===== src/rtl/keypad_scanner.sv =====
// 4x4 matrix keypad scanner: walks an active-low column strobe, samples the
// synchronized rows, locks onto the first key found and holds it until release.
module keypad_scanner #(
  parameter int unsigned SETTLE_CYCLES = 1200,
  parameter int unsigned CNT_W         = 11
) (
  input  logic       clk,
  input  logic       reset,
  input  logic [3:0] rows,
  output logic [3:0] cols,
  output logic [4:0] button,
  output logic       new_key
);

  typedef enum logic {SCAN, LOCKED} state_t;

  localparam logic [CNT_W-1:0] LAST   = CNT_W'(SETTLE_CYCLES - 1);
  localparam logic [4:0]       NO_KEY = 5'b10000;

  logic [3:0]       rows_meta;
  logic [3:0]       rows_s;
  state_t           state;
  state_t           state_n;
  logic [1:0]       col_idx;
  logic [1:0]       col_idx_n;
  logic [CNT_W-1:0] cnt;
  logic [CNT_W-1:0] cnt_n;
  logic [CNT_W-1:0] rel_cnt;
  logic [CNT_W-1:0] rel_cnt_n;
  logic [1:0]       lock_row;
  logic [1:0]       lock_row_n;
  logic [4:0]       button_n;
  logic             new_key_n;
  logic             any_low;
  logic [1:0]       low_row;

  function automatic logic [3:0] key_map(input logic [1:0] r, input logic [1:0] c);
    logic [3:0] k;
    case ({r, c})
      4'h0: k = 4'h1;  4'h1: k = 4'h2;  4'h2: k = 4'h3;  4'h3: k = 4'hA;
      4'h4: k = 4'h4;  4'h5: k = 4'h5;  4'h6: k = 4'h6;  4'h7: k = 4'hB;
      4'h8: k = 4'h7;  4'h9: k = 4'h8;  4'hA: k = 4'h9;  4'hB: k = 4'hC;
      4'hC: k = 4'hE;  4'hD: k = 4'h0;  4'hE: k = 4'hF;  default: k = 4'hD;
    endcase
    return k;
  endfunction

  always_ff @(posedge clk) begin
    if (reset) begin
      rows_meta <= '1;
      rows_s    <= '1;
    end else begin
      rows_meta <= rows;
      rows_s    <= rows_meta;
    end
  end

  always_comb begin
    any_low = ~&rows_s;
    casez (rows_s)
      4'b???0: low_row = 2'd0;
      4'b??01: low_row = 2'd1;
      4'b?011: low_row = 2'd2;
      4'b0111: low_row = 2'd3;
      default: low_row = 2'd0;
    endcase
  end

  always_comb begin
    cols = ~(4'b0001 << col_idx);
  end

  always_comb begin
    state_n    = state;
    col_idx_n  = col_idx;
    cnt_n      = cnt;
    rel_cnt_n  = rel_cnt;
    lock_row_n = lock_row;
    button_n   = button;
    new_key_n  = 1'b0;
    case (state)
      SCAN: begin
        cnt_n = cnt + CNT_W'(1);
        if (cnt == LAST) begin
          cnt_n = '0;
          if (any_low) begin
            state_n    = LOCKED;
            lock_row_n = low_row;
            rel_cnt_n  = '0;
            button_n   = {1'b0, key_map(low_row, col_idx)};
            new_key_n  = 1'b1;
          end else begin
            col_idx_n = col_idx + 2'd1;
          end
        end
      end
      LOCKED: begin
        // Only the locked row matters; any low sample restarts the release window.
        if (rows_s[lock_row]) begin
          if (rel_cnt == LAST) begin
            state_n   = SCAN;
            button_n  = NO_KEY;
            col_idx_n = col_idx + 2'd1;
            cnt_n     = '0;
            rel_cnt_n = '0;
          end else begin
            rel_cnt_n = rel_cnt + CNT_W'(1);
          end
        end else begin
          rel_cnt_n = '0;
        end
      end
      default: state_n = SCAN;
    endcase
  end

  always_ff @(posedge clk) begin
    if (reset) begin
      state    <= SCAN;
      col_idx  <= '0;
      cnt      <= '0;
      rel_cnt  <= '0;
      lock_row <= '0;
      button   <= NO_KEY;
      new_key  <= 1'b0;
    end else begin
      state    <= state_n;
      col_idx  <= col_idx_n;
      cnt      <= cnt_n;
      rel_cnt  <= rel_cnt_n;
      lock_row <= lock_row_n;
      button   <= button_n;
      new_key  <= new_key_n;
    end
  end

endmodule


===== config.mk =====
export PLATFORM = sky130hd
export DESIGN_NAME = keypad_scanner
export DESIGN_NICKNAME = d
export VERILOG_FILES = /design/src/rtl/keypad_scanner.sv
export SDC_FILE = /design/constraint.sdc
export NUM_CORES = 1
export LEC_CHECK = 0
export ABC_AREA = 1
export CORE_ASPECT_RATIO = 1.4
export CORE_MARGIN = 2
export CORE_UTILIZATION = 60
export CTS_CLUSTER_DIAMETER = 100
export DETAILED_ROUTE_END_ITERATION = 10
export GPL_TIMING_DRIVEN = 0
export PLACE_DENSITY = 0.82
export SYNTH_ARGS = -nofsm -noshare
export SYNTH_HDL_FRONTEND = slang
export SYNTH_SLANG_ARGS = --single-unit

===== constraint.sdc =====
create_clock -name clk -period 4.1 [get_ports clk]
set_clock_uncertainty 0.1 [all_clocks]
set_input_delay 0.41 -clock clk [delete_from_list [all_inputs] [get_ports clk]]
set_output_delay 0.41 -clock clk [all_outputs]
set_load 0.02 [all_outputs]

== Word level (Yosys, flattened, before mapping) ==
Memories as Yosys holds them, arrays and structs flattened.
Cells that the tools add are included.
Operators by class
  add/sub/neg operators: 3
  $mul: 0
  div/mod/pow operators: 0
  magnitude comparators: 1
  equality and inequality tests: 10
  shifts and indexed selects: 1
  muxes and demuxes: 27
  bitwise operators: 3
  reduce and logical (&&, ||, !) cells: 7
Operator list (number)
  $mux 11: 7
  $pmux 11 s2: 2
  $add 11x1->11 const B: 2
  $eq 11x11->1 const B: 2
  $mux 5: 4
  $reduce_and 4->1: 3
  $pmux 5 s2: 1
  $mux 2: 4
  $ne 2x2->1 const B: 3
  $pmux 2 s3: 1
  $mux 1: 5
  $eq 4x3->1 const B: 1
  $ne 2x1->1 const B: 2
  $not 4->4: 1
  $pmux 2 s2: 1
  $reduce_and 2->1: 2
  $shl 1x2->4 const A: 1
  $eq 3x2->1 const B: 1
  $lt 2x3->1 const B: 1
  $reduce_and 3->1: 1
  $add 2x1->2 const B: 1
  $bmux 1 s2: 1
  $eq 2x1->1 const B: 1
  $not 1->1: 2
  other kinds (2): 2
Storage, ports and cells
  register bits after elaboration: 41
  bits in latches: 0
  bits in writable memories: 0
  ROM bits: 64
  output and inout port bits: 10
  word-level logic and storage cells: 62
  memories: 1
Memories
  (name not given): depth 16, width 4, rd ports 1, clocked after memory_dff 0, write ports 0, line 39  | case ({r, c})

== Logic depth before layout (Yosys ltp) ==
Gate-level depths: netlist (run 1).
An unclocked memory read counts as a cell.
  depth after elaboration: 6
  gate-level depth with buffers: 11

== Least setup slack after synthesis (run 1) ==
Ideal clock, no wire load.
  path kind: flip-flop to flip-flop
  start point: register cnt[0]
  end point: register cnt[0]
  setup time: 0.123 ns
  arrival: 1.326 ns
  required time: 3.877 ns
  path slack: 2.551 ns
  stages on the path, launching flop included: 9
  path buffers: 0
  clock period less this slack: 1.549 ns
  cell sequence: dfxtp_1 > ha_1 > nand3_2 > inv_2 > nand3_4 > nand2_2 > inv_1 > o21ai_0 > a21oi_1
On the way
  longest elaborated chain between the ends: 3
  elaborated cells between the ends (all ways): 4
Ends and longest elaborated chain
  from (decl): line 26  | logic [CNT_W-1:0] cnt;
  from (signal assigned): line 129  | cnt <= cnt_n;
  $add 11x1->11 / $eq 11x11->1 (equally long branches): line 83, 84
  $mux 11 (*): line 84  | if (cnt == LAST) begin
  $pmux 11 s2 (*): line 81  | case (state)
Mark *: on every way between the ends. The rest lies on a longest branch, timed or not.
A chain may end at the register's enable or synchronous reset.

== Worst setup path after layout (run 1) ==
  start point: register col_idx[0]
  end point: output port cols[0]
On the way
  longest elaborated chain between the ends: 2
Ends and longest elaborated chain
  from (decl): line 24  | logic [1:0] col_idx;
  from (signal assigned): line 128  | col_idx <= col_idx_n;
  $shl 1x2->4: line 70  | cols = ~(4'b0001 << col_idx);
  $not 4->4: line 70
  to (decl): line 10  | output logic [3:0] cols,
No other way between the ends.

==> results of run 1 <==
==> sequential cells by signal, summed over array words and instances (netlist names) <==
signal,flops
rows_meta,4
col_idx,2
button,5
rows_s,4
rel_cnt,11
cnt,11
state,1
new_key,1
lock_row,2
==> worst max-delay path: cells and delay by family (launching register included) <==
kind,cells,cell delay (ns)
adder cells (fa/ha/maj),1,0.24
buffers and inverters,3,0.81
flip-flops,1,0.49
==> cell families (layout without fill, tap and decap cells) <==
family	count (synthesis)	after routing	share of synthesized area
DFF	41	41	0.3681
xor gates and xnor gates	1	1	0.003929
AOI/OAI and AO/OA	41	41	0.1005
and+or+nand+nor	181	181	0.3911
adders and majority gates	9	9	0.05051
buffers and inverters	47	70	0.08585
==> layer usage <==
| metal | GRT usage | vias up | share of wire |
|---|---|---|---|
| li1 | - | 1071 | - |
| met1 | 0.2734 | 921 | 0.45 |
| met2 | 0.3833 | 24 | 0.51 |
| met3 | 0.04754 | 6 | 0.028 |
| met4 | 0.08780 | 0 | 0.015 |
| met5 | 0 | - | 0 |
==> cells in the mapped netlist, types with 4 or more instances <==
cell type,count,area share
nand2_1,86,0.14
dfxtp_1,41,0.37
inv_1,37,0.062
nand3_1,33,0.074
nor2_1,21,0.035
a21oi_1,20,0.045
o21ai_0,11,0.025
ha_1,9,0.051
nor3_1,9,0.020
or2_2,9,0.025
o21ai_1,6,0.013
nand3b_1,4,0.013
nand4_1,4,0.011
nor2_2,4,0.011
==> metrics by stage <==
step                cells    util  instance area [um2]
global route          385  0.7117                 2570
CTS                   385  0.7117                 2570
detailed placement    377  0.6736                 2432
finish                385  0.7117                 2570
global placement      377  0.6736                 2432
floorplan             320       -                 2230
==> power by group through the flow <==
stage	Combinational [mW]	Sequential, mW	Clock (mW)
CTS	0.0437	0.409	0.400
floorplan	0.0315	0.417	0
global placement	0.0431	0.418	0
detailed placement	0.0435	0.419	0
global route	0.0492	0.410	0.415
finish	0.0432	0.409	0.397
==> final cells by class <==
| cell class | instances | area (um2) |
|---|---|---|
| multi-input cells | 232 | 1217 |
| fillers | 296 | 1041 |
| flip-flops and latches | 41 | 820.8 |
| inverters | 41 | 153.9 |
| repair buffers | 15 | 150.1 |
| clock buffers | 5 | 68.82 |
| clock inverters | 3 | 68.82 |
| well taps | 42 | 52.55 |
| plain buffers | 6 | 37.54 |
==> path summary, 6_finish.rpt <==
check,start,cells past startpoint,slack [ns],to
setup / recovery,col_idx[0],4,1.74,cols[0]
hold / removal,rows_meta[2],1,0.31,rows_s[2]
hold reg to reg,rows_meta[2],1,0.31,rows_s[2]
setup reg to reg,cnt[0],8,2.34,cnt[0]
==> flow_metrics.env, run 1 <==
export IMPL_seq_power_share=0.482
export IMPL_die_area_um2=4227
export IMPL_power_density_nw_per_um2=330.4
export IMPL_slew_viol_final=0
export IMPL_antenna_found_initial=0
export IMPL_synth_ff_type="dfxtp_1"
export IMPL_coreArea_um2=3611
export IMPL_die_h_um=76.13
export IMPL_ys_ff_latch=41
export IMPL_firstDrtPassIters=4
export IMPL_required_ns=3.59
export IMPL_critical_path_class="reg2out"
export IMPL_timing_final_crit_share=0.5750
export IMPL_cp_start_kind="flip-flop"
export IMPL_cts_resized_gates=0
export IMPL_intPower_mw=0.6661
export IMPL_clockPowerShare=0.467
export IMPL_cp_end_kind="output pin"
export IMPL_port_buffers=15
export IMPL_max_clock_path_buffers=2
export IMPL_max_slew_margin_rel=0.6595
export IMPL_rsz0062_at_grt="no"
export IMPL_vdd_ir_drop_max_v=0.0002473
export IMPL_setup_viol=0
export IMPL_cts_inserted_buffers=5
export IMPL_drc=0
export IMPL_root_buffer="clkbuf_8"
export IMPL_layout_commonest_cell="nand2_1"
export IMPL_floorplan_initialDensity=0.6175
export IMPL_yosys_warnings=0
export IMPL_n_antenna_cell=0
export IMPL_grt_pass1_vias=1821
export IMPL_grt_overflow_total=0
export IMPL_postCtsSetupBuffers=0
export IMPL_finalHoldViolCount=0
export IMPL_postRouteAntennaNets=0
export IMPL_clkLatencyLatePin_ns=0.30
export IMPL_final_setup_worst_slack_ns=1.742
export IMPL_avgSynthCellArea_um2=6.968
export IMPL_ys_seq_area_frac=0.3681
export IMPL_worstPathMaxFanout=8
export IMPL_swShare=0.2156
export IMPL_synthArstFlopShare=0
export IMPL_dp_hpwl_um=3303
export IMPL_p_leak_nw=1.089
export IMPL_min_period_ns=2.358
export IMPL_htree_levels=2
export IMPL_die_w_um=55.52
export IMPL_nNetsFinal=357
export IMPL_synthesis_instances=320
export IMPL_critPathMaxStageDelay_ns=0.59
export IMPL_whs_ns=0.3121
export IMPL_drt_total_wl_um=4400
export IMPL_p_total_mw=0.8492
export IMPL_drive_gt1_frac=0.1166
export IMPL_wire_per_inst_um=11.43
export IMPL_clkTransAtPathRegs_ns=0.08
export IMPL_maxCapViolCount=0
export IMPL_dp_slack_ns=2.072
export IMPL_status="completed"
export IMPL_drt_initial_drc_count=66
export IMPL_ios=16
export IMPL_synth_edff_count=0
export IMPL_slowest_stage="clkdlybuf4s50_1"
export IMPL_grt_pass1_wl_um=7741
export IMPL_cts_hold_buf=0
export IMPL_gp_congestion=0.8779
export IMPL_path_common_cell="inv_1"
export IMPL_clock_fmax_mhz=424.2
export IMPL_row_count=26
export IMPL_vias_per_cell=5.252
export IMPL_setup_tns_ns=0
export IMPL_grt_start_max_net_pins=15
export IMPL_dr_total_vias=2022
export IMPL_layout_common_cells="nand2_1 (86), dfxtp_1 (41), inv_1 (37)"
export IMPL_grt_total_usage=0.2250
export IMPL_cts_tree="done"
export IMPL_worst_pin_slew_ns=0.5107
export IMPL_synth_cell_type_count=32
export IMPL_clock_sinks=41
export IMPL_pwr_share_comb=0.051
export IMPL_critical_path_cell_chain="inv_1, ha_1, inv_1, clkdlybuf4s50_1"
export IMPL_netlist_area_um2=2230
export IMPL_syn_num_nets=335
export IMPL_p_sw_mw=0.1831
export IMPL_hold_class="reg2reg"
export IMPL_area_delta_synth_final_pct=15.26
export IMPL_arrival_ns=1.85
(Power assumes the default switching activity.)
==> inputs of run 2 (changes only) <==
--- a/config.mk
+++ b/config.mk
@@ -8,11 +8,11 @@
 export ABC_AREA = 1
 export CORE_ASPECT_RATIO = 1.4
 export CORE_MARGIN = 2
-export CORE_UTILIZATION = 60
+export CORE_UTILIZATION = 52
 export CTS_CLUSTER_DIAMETER = 100
 export DETAILED_ROUTE_END_ITERATION = 10
 export GPL_TIMING_DRIVEN = 0
-export PLACE_DENSITY = 0.82
+export PLACE_DENSITY = 0.76
 export SYNTH_ARGS = -nofsm -noshare
 export SYNTH_HDL_FRONTEND = slang
 export SYNTH_SLANG_ARGS = --single-unit
==> constraint.sdc (replaced) <==
create_clock -name clk -period 1.9 [get_ports clk]
set_clock_uncertainty 0.1 [all_clocks]
set_input_delay 0.19 -clock clk [delete_from_list [all_inputs] [get_ports clk]]
set_output_delay 0.19 -clock clk [all_outputs]
set_load 0.02 [all_outputs]
==> flow_metrics.env, run 2 (synthesis gave the netlist of run 1 again) <==
export IMPL_vias_per_cell=5.260
export IMPL_firstDrtPassIters=4
export IMPL_required_ns=1.61
export IMPL_whs_ns=0.3131
export IMPL_drt_initial_drc_count=79
export IMPL_reg_top3="cnt (11), rel_cnt (11), button (5)"
export IMPL_antenna_found_initial=0
export IMPL_grt_start_max_net_pins=15
export IMPL_wire_per_inst_um=11.83
export IMPL_reg2reg_depth=9
export IMPL_worst_hold_startpoint="rows_meta[2]"
export IMPL_finalHoldViolCount=0
export IMPL_max_clock_path_buffers=2
export IMPL_vdd_ir_drop_max_v=0.0004349
export IMPL_nNetsFinal=358
export IMPL_seq_power_share=0.521
export IMPL_floorplan_initialDensity=0.5348
export IMPL_slowest_stage="clkdlybuf4s50_1"
export IMPL_clkTransAtPathRegs_ns=0.09
export IMPL_hold_class="reg2reg"
export IMPL_worst_path_buf_inv=2
export IMPL_arrival_ns=1.53
export IMPL_port_buffers=15
export IMPL_critical_path_cell_chain="ha_1, inv_1, clkdlybuf4s50_1"
export IMPL_slew_viol_final=0
export IMPL_cp_start_kind="flip-flop"
export IMPL_r2r_start="rel_cnt[0]"
export IMPL_max_slew_margin_rel=0.6177
export IMPL_dp_hpwl_um=3437
export IMPL_drc=0
export IMPL_cts_hold_buf=0
export IMPL_status="completed"
export IMPL_cts_inserted_buffers=5
export IMPL_grt_pass1_vias=1810
export IMPL_ios=16
export IMPL_cts_tree="done"
export IMPL_clkLatencyLatePin_ns=0.30
export IMPL_rr_endpoint="cnt[3]"
export IMPL_row_count=28
export IMPL_pwr_share_comb=0.056
export IMPL_area_delta_synth_final_pct=15.83
export IMPL_root_buffer="clkbuf_8"
export IMPL_maxCapViolCount=0
export IMPL_htree_levels=2
export IMPL_dr_total_vias=2046
export IMPL_power_density_nw_per_um2=656.7
export IMPL_grt_total_usage=0.2098
export IMPL_coreArea_um2=4169
export IMPL_clock_fmax_mhz=549.0
export IMPL_setup_tns_ns=0
export IMPL_layout_commonest_cell="nand2_1"
export IMPL_rsz0062_at_grt="no"
export IMPL_intPower_mw=1.303
export IMPL_rrSetupSlack_ns=0.15
export IMPL_cp_end_kind="output pin"
export IMPL_seqCellArea_um2=823.3
export IMPL_holdPathEnd="rows_s[2]"
export IMPL_drt_total_wl_um=4603
export IMPL_clockPowerShare=0.422
export IMPL_multi_input_area_um2=1242
export IMPL_fill_cells=393
export IMPL_min_period_ns=1.822
export IMPL_drive_gt1_frac=0.1337
export IMPL_clock_sinks=41
export IMPL_worstPathMaxFanout=8
export IMPL_p_leak_nw=1.079
export IMPL_timing_final_crit_share=0.9588
export IMPL_layout_common_cells="nand2_1 (86), dfxtp_1 (39), inv_1 (37)"
export IMPL_die_h_um=81.48
export IMPL_gp_congestion=0.8644
export IMPL_n_antenna_cell=0
export IMPL_worst_pin_slew_ns=0.5734
export IMPL_crit_family="buffers and inverters"
export IMPL_die_w_um=59.34
export IMPL_critPathMaxStageDelay_ns=0.58
export IMPL_p_sw_mw=0.3928
export IMPL_grt_pass1_wl_um=7714
export IMPL_hold_depth=1
export IMPL_swShare=0.2316
export IMPL_critical_path_class="reg2out"
export IMPL_grt_overflow_total=0
export IMPL_postRouteAntennaNets=0
export IMPL_setup_viol=0
export IMPL_die_area_um2=4835
run 2: cell types whose count changed in the layout (fill, tap and decap cells not counted), sizes merged:
cell / change
inv: -1
clkdlybuf4s50: -3
clkinvlp: +1
bufinv: -1
clkinv: +1
buf: +1
dlygate4sd2: +3
run 2: worst max-delay path by stage:
stage	start	end	slack, ns	depth (start not counted)
finish	col_idx[0]	cols[3]	0.08	3
global route	cnt[0]	cnt[0]	0.002	8
CTS	col_idx[0]	cols[3]	0.07	3
detailed placement	col_idx[0]	cols[0]	0.06	4
global placement	col_idx[0]	cols[0]	0.1	4
floorplan	cnt[0]	cnt[0]	0.35	8
run 2: what timing repair did:
| item | 4_1_cts | 5_1_grt |
|---|---|---|
| setup endpoints to repair | 3 | 23 |
| pin swaps | 0 | 0 |
| cloned | 0 | 0 |
| gates resized for setup | 4 | 6 |
| setup buffers | 0 | 1 |
run 2: power groups by stage:
| stage | Combinational [mW] | Clock (mW) | Sequential, mW |
|---|---|---|---|
| finish | 0.0958 | 0.716 | 0.884 |
| detailed placement | 0.0951 | 0 | 0.904 |
| CTS | 0.0954 | 0.725 | 0.883 |
| global placement | 0.0918 | 0 | 0.903 |
| floorplan | 0.0679 | 0 | 0.900 |
| global route | 0.109 | 0.762 | 0.886 |
run 2: routing by layer:
| metal | up-vias | track usage | part of all wire |
|---|---|---|---|
| li1 | 1070 | - | - |
| met1 | 930 | 0.2463 | 0.44 |
| met2 | 36 | 0.3560 | 0.50 |
| met3 | 10 | 0.03937 | 0.030 |
| met4 | 0 | 0.1091 | 0.028 |
| met5 | - | 0 | 0 |
run 2: stage by stage:
step,worst slack (ns),power (mW),std cells,cell area (um2),utilization
6_report,0.07835,1.696,389,2582,0.6194
5_1_grt,0.001909,1.757,389,2582,0.6194
4_1_cts,0.06928,1.704,388,2549,0.6113
3_5_place_dp,0.06429,0.9991,380,2436,0.5843
3_3_place_gp,0.09798,0.9947,380,2436,0.5843
2_1_floorplan,0.3508,0.9682,320,2230,-
run 2: area by class of cell:
| cell class | count | area share |
|---|---|---|
| clock buffer | 5 | 0.02665 |
| sequential | 41 | 0.3188 |
| tap | 45 | 0.02180 |
| multi-input combinational | 232 | 0.4811 |
| clock inverter | 3 | 0.01793 |
| buffer | 6 | 0.01453 |
| inverter | 41 | 0.05959 |
| timing repair buffer | 16 | 0.05959 |
